$ cat config.mk
export PLATFORM = sky130hd
export DESIGN_NAME = ahb_driver
export DESIGN_NICKNAME = d
export VERILOG_FILES = /design/src/rtl/ahb_driver.sv
export SDC_FILE = /design/constraint.sdc
export NUM_CORES = 1
export LEC_CHECK = 0
export CORE_AREA = 2 2 248 250
export CTS_BUF_LIST = sky130_fd_sc_hd__clkbuf_8
export CTS_CLUSTER_DIAMETER = 120
export DETAILED_ROUTE_END_ITERATION = 10
export DIE_AREA = 0 0 250 252
export HOLD_SLACK_MARGIN = 0.02
export PLACE_DENSITY_LB_ADDON = 0.3
export SKIP_LAST_GASP = 1
export SLEW_MARGIN = 30
export SYNTH_ARGS = -nofsm -noshare
export SYNTH_HDL_FRONTEND = slang
export SYNTH_SLANG_ARGS = --single-unit
export TNS_END_PERCENT = 1
$ cat constraint.sdc
create_clock -name clk -period 7.9 [get_ports clk]
set_input_delay 1.975 -clock clk [delete_from_list [all_inputs] [get_ports clk]]
set_output_delay 1.975 -clock clk [all_outputs]
set_load 0.005 [all_outputs]
$ cat src/rtl/ahb_driver.sv
//=============================================================================
// Module      : ahb_driver
// Description : Command FIFO feeding the AHB master plus a response FIFO for
//               returned reads, with read issue throttled to response space.
//               Optional counters enabled by AHB_DRIVER_STATS_EN.
// Revision    : 1.0 - initial release
//=============================================================================
`default_nettype none

module ahb_driver #(
  parameter  int DWIDTH    = 32,
  parameter  int AWIDTH    = 32,
  parameter  int CMD_DEPTH = 8,
  parameter  int RSP_DEPTH = 4,
  localparam int IW        = DWIDTH + AWIDTH + 6
) (
  input  logic                           clk,
  input  logic                           rst,
  input  logic [IW-1:0]                  cmd_data,
  input  logic                           cmd_valid,
  output logic                           cmd_ready,
  input  logic                           run,
  output logic [IW-1:0]                  amba_instr,
  output logic                           amba_en,
  input  logic                           instr_rd,
  input  logic                           amba_wr_flg,
  input  logic [AWIDTH-1:0]              amba_slv_addr,
  input  logic [DWIDTH-1:0]              amba_slv_data,
  output logic [AWIDTH+DWIDTH-1:0]       rsp_data,
  output logic                           rsp_valid,
  input  logic                           rsp_ready,
  output logic [$clog2(CMD_DEPTH):0]     cmd_count,
  output logic [1:0]                     rd_pending,
`ifdef AHB_DRIVER_STATS_EN
  output logic [15:0]                    wr_issued,
  output logic [15:0]                    rd_issued,
  output logic [15:0]                    stall_cycles,
`endif
  output logic                           idle
);

  localparam int c_CMD_AW = $clog2(CMD_DEPTH);
  localparam int c_RSP_AW = $clog2(RSP_DEPTH);
  localparam int c_RW     = AWIDTH + DWIDTH;
  localparam logic [c_CMD_AW:0]   c_CMD_FULL = CMD_DEPTH[c_CMD_AW:0];
  localparam logic [c_RSP_AW:0]   c_RSP_FULL = RSP_DEPTH[c_RSP_AW:0];
  localparam logic [c_RSP_AW+1:0] c_RSP_LIM  = RSP_DEPTH[c_RSP_AW+1:0];

  logic [IW-1:0]       r_cmd_mem [CMD_DEPTH];
  logic [c_CMD_AW-1:0] r_cmd_wp;
  logic [c_CMD_AW-1:0] r_cmd_rp;
  logic [c_CMD_AW:0]   r_cmd_cnt;

  logic [c_RW-1:0]     r_rsp_mem [RSP_DEPTH];
  logic [c_RSP_AW-1:0] r_rsp_wp;
  logic [c_RSP_AW-1:0] r_rsp_rp;
  logic [c_RSP_AW:0]   r_rsp_cnt;

  logic [1:0]          r_rd_pend;

  logic                w_cmd_empty;
  logic                w_cmd_full;
  logic                w_rsp_full;
  logic                w_head_wr;
  logic [c_RSP_AW+1:0] w_rsp_load;
  logic                w_rd_ok;
  logic                w_pop;
  logic                w_push;
  logic                w_rd_inc;
  logic                w_rsp_pop;
  logic                w_rsp_push;

  assign w_cmd_empty = (r_cmd_cnt == '0);
  assign w_cmd_full  = (r_cmd_cnt == c_CMD_FULL);
  assign w_rsp_full  = (r_rsp_cnt == c_RSP_FULL);

  // Head is masked while empty so stale or uninitialised storage never leaks out
  assign amba_instr = w_cmd_empty ? '0 : r_cmd_mem[r_cmd_rp];
  assign w_head_wr  = amba_instr[IW-1];

  // A read may only go out if its eventual return is guaranteed a response slot
  assign w_rsp_load = (c_RSP_AW+2)'(r_rsp_cnt) + (c_RSP_AW+2)'(r_rd_pend);
  assign w_rd_ok    = w_head_wr || (w_rsp_load < c_RSP_LIM);

  assign amba_en    = run && !w_cmd_empty && w_rd_ok;
  assign w_pop      = amba_en && instr_rd;
  assign w_push     = cmd_valid && (!w_cmd_full || w_pop);
  assign w_rd_inc   = w_pop && !w_head_wr;
  assign cmd_ready  = !w_cmd_full;
  assign cmd_count  = r_cmd_cnt;

  assign rsp_valid  = (r_rsp_cnt != '0);
  assign rsp_data   = rsp_valid ? r_rsp_mem[r_rsp_rp] : '0;
  assign w_rsp_pop  = rsp_ready && rsp_valid;
  assign w_rsp_push = amba_wr_flg && (!w_rsp_full || w_rsp_pop);

  assign rd_pending = r_rd_pend;
  assign idle       = w_cmd_empty && (r_rd_pend == 2'd0) && !rsp_valid;

  always_ff @(posedge clk) begin
    if (w_push) begin
      r_cmd_mem[r_cmd_wp] <= cmd_data;
    end
    if (w_rsp_push) begin
      r_rsp_mem[r_rsp_wp] <= {amba_slv_addr, amba_slv_data};
    end
  end

  always_ff @(posedge clk) begin
    if (rst) begin
      r_cmd_wp  <= '0;
      r_cmd_rp  <= '0;
      r_cmd_cnt <= '0;
    end else begin
      if (w_push) begin
        r_cmd_wp <= r_cmd_wp + 1'b1;
      end
      if (w_pop) begin
        r_cmd_rp <= r_cmd_rp + 1'b1;
      end
      case ({w_push, w_pop})
        2'b10:   r_cmd_cnt <= r_cmd_cnt + 1'b1;
        2'b01:   r_cmd_cnt <= r_cmd_cnt - 1'b1;
        default: r_cmd_cnt <= r_cmd_cnt;
      endcase
    end
  end

  always_ff @(posedge clk) begin
    if (rst) begin
      r_rsp_wp  <= '0;
      r_rsp_rp  <= '0;
      r_rsp_cnt <= '0;
    end else begin
      if (w_rsp_push) begin
        r_rsp_wp <= r_rsp_wp + 1'b1;
      end
      if (w_rsp_pop) begin
        r_rsp_rp <= r_rsp_rp + 1'b1;
      end
      case ({w_rsp_push, w_rsp_pop})
        2'b10:   r_rsp_cnt <= r_rsp_cnt + 1'b1;
        2'b01:   r_rsp_cnt <= r_rsp_cnt - 1'b1;
        default: r_rsp_cnt <= r_rsp_cnt;
      endcase
    end
  end

  // Outstanding reads: saturating, and a stray return never underflows
  always_ff @(posedge clk) begin
    if (rst) begin
      r_rd_pend <= 2'd0;
    end else if (w_rd_inc && !amba_wr_flg && (r_rd_pend != 2'd3)) begin
      r_rd_pend <= r_rd_pend + 2'd1;
    end else if (amba_wr_flg && !w_rd_inc && (r_rd_pend != 2'd0)) begin
      r_rd_pend <= r_rd_pend - 2'd1;
    end
  end

`ifdef AHB_DRIVER_STATS_EN
  logic [15:0] r_wr_issued;
  logic [15:0] r_rd_issued;
  logic [15:0] r_stall_cycles;

  always_ff @(posedge clk) begin
    if (rst) begin
      r_wr_issued    <= '0;
      r_rd_issued    <= '0;
      r_stall_cycles <= '0;
    end else begin
      if (w_pop && w_head_wr) begin
        r_wr_issued <= r_wr_issued + 16'd1;
      end
      if (w_rd_inc) begin
        r_rd_issued <= r_rd_issued + 16'd1;
      end
      if (run && !w_cmd_empty && (!w_rd_ok || !instr_rd)) begin
        r_stall_cycles <= r_stall_cycles + 16'd1;
      end
    end
  end

  assign wr_issued    = r_wr_issued;
  assign rd_issued    = r_rd_issued;
  assign stall_cycles = r_stall_cycles;
`endif

endmodule

`default_nettype wire

; ---- Word-level counts from Yosys, hierarchy flattened
; Memories as Yosys holds them, arrays and structs flattened. A register that Yosys moved wholly into a read port is not among the register bits.
; Index checks and enable logic that the tools add are counted.
[classes]
n_bitwise = 0
n_eq_ne = 7
div = 0
n_reduce_logical = 30
mux = 14
addsub = 11
multipliers = 0
n_lt_le_gt_ge = 1
n_shift = 0
[op_table]
columns = operator, count
row1 = $mux 70, 1
row2 = $mux 64, 1
row3 = $logic_and 1x1->1, 13
row4 = $add 3x1->3 const B, 3
row5 = $mux 2, 4
row6 = $pmux 4 s2, 1
row7 = $reduce_bool 2->1, 4
row8 = $logic_not 1->1, 7
row9 = $add 2x1->2 const B, 3
row10 = $mux 3, 2
row11 = $pmux 3 s2, 1
row12 = $add 3x2->4, 1
row13 = $add 4x1->4 const B, 1
row14 = $eq 2x1->1 const B, 2
row15 = $eq 2x2->1 const B, 2
row16 = $eq 4x4->1 const B, 1
row17 = $logic_not 4->1, 1
row18 = $lt 4x3->1 const B, 1
row19 = $mux 1, 4
row20 = $sub 4x1->4 const B, 1
row21 = $eq 3x3->1 const B, 1
row22 = $logic_or 1x1->1, 3
row23 = $reduce_bool 3->1, 1
row24 = $sub 3x1->3 const B, 1
row25 = other kinds (3), 3
[word_totals]
ram_bits = 816
output_inout_bits = 144
inputBits = 141
wordCells = 72
memories = 2
latchBits = 0
reg_bits = 19
mem_bits_ro = 0
[mem_list]
columns = memory, depth, width, read_ports, rd_ports_with_merged_regs, wr, line_no
row1 = r_cmd_mem, 8, 70, 1, 1, 1, 49  ; logic [IW-1:0] r_cmd_mem [CMD_DEPTH];
row2 = r_rsp_mem, 4, 64, 1, 1, 1, 54  ; logic [c_RW-1:0] r_rsp_mem [RSP_DEPTH];

; ---- Logic depth before layout (Yosys ltp)
; Gate-level depths: netlist (run 1).
[logic_depth]
word_depth = 11
ltp_mapped = 14
mapped_depth_nobuf = 12

; ---- Worst setup path after synthesis (run 1)
; No wires, ideal clock.
[synth_timing]
path_type = input to register
startpoint = input instr_rd
endpoint = memory r_cmd_mem[6][0] (netlist name) (enable)
n_path_buf = 1
arrival_time_ns = 7.416
setup_ns = 0.584
setup_slack_ns = -0.100
cell_stages = 6
t_required_ns = 7.316
path_cell_list = nand2_1 > nor2_1 > and2_1 > buf_6 > o21ai_1 > nor3_1
[synth_via]
elab_chain_cells = 5
[synth_rtl]
columns = item, line_no
row1 = start: declaration, 25  ; input logic instr_rd,
row2 = $logic_and 1x1->1, 86  ; assign w_pop = amba_en && instr_rd;
row3 = $logic_or 1x1->1, 87  ; assign w_push = cmd_valid && (!w_cmd_full || w_pop);
row4 = $logic_and 1x1->1, 87
row5 = $mux 1, 101  ; if (w_push) begin
row6 = $mux 1 (implied by the code), 102  ; r_cmd_mem[r_cmd_wp] <= cmd_data;
row7 = end: declaration, 49
; Every way passes these cells.

==> results of run 1 <==
logic make-up (layout without fill, tap and decap cells):
family	count (synthesis)	in the layout	synth area share (%)
multiplexers	280	280	16.61
buffers and inverters	83	566	1.096
AO/OA/AOI/OAI	29	29	0.6997
AND/OR/NAND/NOR	210	210	3.285
XOR/XNOR	8	8	0.2177
other	0	8	0
flip-flops	840	840	77.62
adder cells (fa/ha/maj)	11	11	0.4742
cells in the mapped netlist, drive strengths merged (2+ instances only):
cell type  number  area, sq um
or3             2        12.51
inv            10        37.53
nor2           96        360.4
buf            29        150.1
clkbuf         44        165.2
fa              2        40.04
xor2            6        52.55
nand2          11        43.80
nand3           3        15.01
ha              9        112.6
dfxtp          24        480.5
and2           69        431.7
nand2b          3        18.77
a31oi           3        18.77
a22o            3        26.28
mux4          202         4549
mux2            4        56.30
mux2i          74        740.7
nor4            2        27.53
and3            3        18.77
o21ai           6        30.03
nand3b          4        30.03
edfxtp        816        24500
xnor2           2        17.52
o21bai          3        37.54
nor2b           2        12.51
nor3           10        50.05
a21oi           5        25.02
state kept, by name (all words and copies together) (netlist names), named ones only:
signal      flops
r_rsp_wp        2
r_cmd_mem     560
r_cmd_rp        3
r_cmd_wp        3
r_rsp_rp        2
cmd_count       4
r_rsp_mem     256
rd_pending      2
r_rsp_cnt       3
through the flow:
step / cell area, sq um / util [%] / hold slack, ns
6_report: 38510 / 64.04 / 0.5178
5_1_grt: 38500 / 64.02 / 0.5502
4_1_cts: 38460 / 63.96 / 0.5188
3_5_place_dp: 36010 / 59.89 / 0.5089
3_3_place_gp: 35990 / 59.85 / 0.4819
2_1_floorplan: 32190 / - / 0.4662
worst reg2reg max path, delay by kind of cell, from the launching register on:
kind	cells	cell delay (ns)
compound gates	3	1.06
buf+inv	3	1.44
flops	1	0.93
simple gates	3	0.61
worst max-delay path by stage:
stage / slack, ns / cells past startpoint / endpoint / startpoint
6_report: 2.03 / 6 / amba_instr[34] / flip-flop
4_1_cts: 1.92 / 5 / amba_instr[34] / flip-flop
5_1_grt: 1.65 / 6 / amba_instr[2] / flip-flop
2_1_floorplan: -0.1 / 6 / r_cmd_mem[6][0] / instr_rd
3_5_place_dp: 2.46 / 7 / r_cmd_mem[3][29] / run
3_3_place_gp: 2.56 / 7 / r_cmd_mem[3][29] / run
per-layer routing:
layer / GRT usage, % / wire, um / up-vias
li1: - / - / 6793
met1: 27.92 / 26630 / 8106
met2: 33.23 / 32320 / 508
met3: 7.449 / 5421 / 120
met4: 8.298 / 1669 / 12
met5: 0 / 80 / -
cell type report:
type,instances,share of cell area (%)
Sequential cell,840,64.92
Multi-Input combinational cell,538,17.95
Timing Repair Buffer,314,8.084
Clock buffer,138,4.932
Tap cell,782,2.541
Clock inverter,104,1.423
Inverter,10,0.09748
Antenna cell,8,0.05199
power by group:
| group | internal (W) | total, W | switching [W] |
|---|---|---|---|
| clock network | 0.00171 | 0.00336 | 0.00165 |
| registers | 0.00508 | 0.00516 | 0.0000830 |
| logic | 0.000737 | 0.00137 | 0.000635 |
| total | 0.00752 | 0.00989 | 0.00237 |
==> impl_metrics.ini, run 1 <==
[worst_setup_path]
critical_path.startpoint_type = flip-flop
critPathMaxStageDelay_ns = 0.83
ff2ff_path_depth = 9
end_kind = output pin
timing.critical_path.required_ns = 5.93
critPathTopFamily = buffers and inverters
cp.buffers_inverters = 3
timing_worst_setup_path_type = reg2out
crit_fanout = 71
timing.critical_path.slowest_stage_cell = sky130_fd_sc_hd__dfxtp_4
crit_arrival_ns = 3.90
rrSetupSlack_ns = 3.49
crit_chain = buf_12 > buf_16 > mux4_2 > mux2i_1 > nor2_1 > clkdlybuf4s50_1
r2r_end = r_cmd_mem[5][53]

[floorplan]
horiz_die_dim_um = 250
die_outline_area_sq_mm = 0.06300
initial_core_util_pct = 53.53
io_pins = 285
core_sq_mm = 0.06013
chipHeight_um = 252
number_of_standard_cell_rows_in_the_floorplan = 90

[timing]
finalHoldViolCount = 0
max_freq_mhz = 170.2
max_slew_margin_pct = 34.88
rsz_0062_raised_after_global_routing = false
setup_viol = 0
maxSlewViolCount = 0
finalCriticalPeriod_ns = 5.875
fin_ws_ns = 2.025
timing.setup.tns_ns = 0
clock_skew_ns = 0.04301
worst_pin_slew_ns = 0.9768
layout_worst_path_cycle_share_pct = 74.37

[place]
gp_congestion = 0.7310
placement.setup.worst_slack_ns = 2.464
io_buffer_count = 284
numPlacedInstances = 2483
dpl.hpwl_um = 38450

[cells_and_area]
ff_latch_area_sq_mm = 0.02500
layout_commonest_cell = sky130_fd_sc_hd__edfxtp_1
layout_cells_sized_above_1_pct = 22.33
post_layout_nonfiller_instances = 2734
multiInputGateArea_sq_mm = 0.006912
area_growth_syn_to_layout_pct = 19.63
fillCellCount = 3996
final_net_count = 1992
most-common-layout-cells = sky130_fd_sc_hd__edfxtp_1, sky130_fd_sc_hd__clkdlybuf4s50_1, sky130_fd_sc_hd__mux4_2

[routing]
iteration_0_drc_markers = 1186
drt.antenna.violating_nets = 0
avgViaCountPerCell = 5.684
detail_route.drc_violations = 0
vias = 15539
drt-wirelength-per-cell_um = 24.18
drt_first_pass_iters = 5
wirelength_um = 66120

[pwr]
power.density_mw_per_mm2 = 256.9
power.static_leakage_nw = 12.15
total_power_w = 0.009893
worst_ir_drop_vdd_mv = 0.1940

[grt]
first_global_vias = 16451
grt_start_max_net_pins = 107
grt_overflow = 0
grt_first_pass_wirelength_um = 99530
number_of_antenna_violations_at_the_first_check_in_global_routing = 12
groute.usage.overall_pct = 21.32

[synth]
synth_cells = 1461
synth-edff-count = 816
synth_area_sq_mm = 0.03219
proportion_of_synthesized_flip_flops_having_asynchronous_set_or_reset_pct = 0
ys_warn_count = 0
synth.distinct_cells = 51
avgSynthCellArea_sq_um = 22.03
synth.net_count = 1613
yosysSeqAreaShare_pct = 77.62
yosys_most_used_dff = sky130_fd_sc_hd__edfxtp_1
ys_ff_latch = 840

[clock_tree]
insertion_delay_ns = 0.78
cts_made_buffers = 136
cts.hold.buffers_added = 0
cts_tree = done
cts.root.buffer_cell = sky130_fd_sc_hd__clkbuf_8
ctsLongestPathBuffers = 3
post_cts.repair.setup_buffers = 0
cts.sink_count = 840
cts-resized-gates = 0
clk_transition_reported_paths_ns = 0.05
htreeDepth = 4

[worst_hold_path]
whs_endpoint = r_cmd_wp[2]
worstHoldPathType = reg2reg
hold_path.startpoint = r_cmd_wp[2]
min_path_cells = 2

[flow_run]
max_cap_violations = 0

[status]
status = finished clean
No activity file was read; power rests on OpenSTA's default activity.
==> inputs of run 2 (changes only) <==
Clock period 7.9 ns to 4.8 ns, I/O delays scaled along.
==> run 2 against run 1 <==
Effect of this change:
- clock skew decreased by 0.0040 ns
- worst setup slack got worse by 1.5 ns
- register-to-register slack worse by 2.3 ns
- first-iteration DRC count down 4.6%
- global-route usage shrank 0.062 points
- worst hold slack better by 0.0079 ns
- sequential power is 64% higher
- clock power rose by 62%
- critical path depth down 1
- non-clock buffer count rose by 2
- final area grew 0.51%
- sequential share of layout area decreased by 0.33 points
- critical endpoint is now amba_instr[39]
==> impl_metrics.ini, run 2 (synthesis results as in run 1) <==
[worst_setup_path]
critPathMaxStageDelay_ns = 0.55
crit_fanout = 16
end_kind = output pin
cp.buffers_inverters = 2
timing.critical_path.slowest_stage_cell = sky130_fd_sc_hd__dfxtp_4
critPathTopFamily = buffers and inverters
timing_worst_setup_path_type = reg2out
critical_path.startpoint_type = flip-flop
timing.critical_path.required_ns = 3.60
crit_chain = buf_4 > mux4_2 > mux2i_1 > nor2_1 > clkdlybuf4s50_1
crit_arrival_ns = 3.09

[timing]
finalCriticalPeriod_ns = 4.286
maxSlewViolCount = 0
worst_pin_slew_ns = 0.9168
clock_skew_ns = 0.03902
finalHoldViolCount = 0
max_slew_margin_pct = 38.69
max_freq_mhz = 233.3
setup_viol = 0
rsz_0062_raised_after_global_routing = false
layout_worst_path_cycle_share_pct = 89.30

[place]
gp_congestion = 0.7519
numPlacedInstances = 2486
io_buffer_count = 284
dpl.hpwl_um = 37570

[clock_tree]
cts_made_buffers = 135
insertion_delay_ns = 0.77
cts.sink_count = 840
cts.root.buffer_cell = sky130_fd_sc_hd__clkbuf_8
htreeDepth = 4
cts_tree = done
ctsLongestPathBuffers = 3
cts-resized-gates = 0
cts.hold.buffers_added = 0
clk_transition_reported_paths_ns = 0.06
post_cts.repair.setup_buffers = 0

[floorplan]
core_sq_mm = 0.06013
initial_core_util_pct = 53.53
horiz_die_dim_um = 250
number_of_standard_cell_rows_in_the_floorplan = 90
die_outline_area_sq_mm = 0.06300
chipHeight_um = 252
io_pins = 285

[grt]
number_of_antenna_violations_at_the_first_check_in_global_routing = 14
groute.usage.overall_pct = 21.26
first_global_vias = 16372
grt_overflow = 0
grt_first_pass_wirelength_um = 98940
grt_start_max_net_pins = 72

[cells_and_area]
layout_cells_sized_above_1_pct = 21.90
final_core_utilization_pct = 64.37
area_growth_syn_to_layout_pct = 20.25
post_layout_nonfiller_instances = 2726
final_net_count = 1993
largest-register = r_cmd_mem
most-common-layout-cells = sky130_fd_sc_hd__edfxtp_1, sky130_fd_sc_hd__clkdlybuf4s50_1, sky130_fd_sc_hd__mux4_2
layout_commonest_cell = sky130_fd_sc_hd__edfxtp_1
largest_reg_flops = 560

[routing]
drt_first_pass_iters = 6
drt.antenna.violating_nets = 0
vias = 15485
iteration_0_drc_markers = 1132
drt-wirelength-per-cell_um = 24.07
avgViaCountPerCell = 5.680
detail_route.drc_violations = 0
wirelength_um = 65620

[pwr]
worst_ir_drop_vdd_mv = 0.2711
power.static_leakage_nw = 12.16
power.density_mw_per_mm2 = 419.8

[worst_hold_path]
worstHoldPathType = reg2reg

[flow_run]
max_cap_violations = 0

[status]
status = finished clean
## run 2: power breakdown
group | internal, W | total, W | switching (W)
clock | 0.00277 | 0.00546 | 0.00270
combinational | 0.00124 | 0.00231 | 0.00107
sequential | 0.00836 | 0.00847 | 0.000116
## run 2: area by class of cell
| type | count | area (sq um) |
|---|---|---|
| Timing Repair Buffer | 316 | 3346 |
| Sequential cell | 840 | 25000 |
| Antenna cell | 3 | 7.507 |
| Clock buffer | 136 | 1872 |
| Inverter | 10 | 37.54 |
| Tap cell | 782 | 978.4 |
| Fill cell | 4023 | 21430 |
| Multi-Input combinational cell | 538 | 6932 |
| Clock inverter | 101 | 533.0 |
## run 2: layer usage
layer	vias up	share of wire, %	GRT usage [%]
li1	6804	-	-
met1	8071	39	27.06
met2	472	51	34.84
met3	116	7.1	6.727
met4	22	2.2	7.545
met5	-	0.21	0
## run 2: tightest hold or removal path, stage by stage (launching register included)
cell	delay, ns
sky130_fd_sc_hd__dfxtp_1	0.33
sky130_fd_sc_hd__o21ai_0	0.08
sky130_fd_sc_hd__a21oi_1	0.06
## run 2: metrics by stage
stage	power, W	setup TNS [ns]	worst slack (ns)	area [sq um]	hold WS [ns]
floorplan	0.009743	-206.41	-0.4962	32210	0.4662
global placement	0.01093	0	0.8545	36290	0.4855
detailed placement	0.01098	0	0.7876	36290	0.5014
CTS	0.01645	0	0.3492	38700	0.5106
global route	0.01688	0	0.2490	38700	0.5492
finish	0.01625	0	0.5138	38710	0.5257
## run 2: worst paths after layout
kind	startpoint	endpoint	slack, ns	cells past startpoint
worst min-delay path	r_cmd_wp[2]	r_cmd_wp[2]	0.53	2
worst max register to register	flip-flop	r_cmd_mem[2][56]	1.22	7
worst max-delay path	flip-flop	amba_instr[39]	0.51	5
worst min register to register	r_cmd_wp[2]	r_cmd_wp[2]	0.53	2
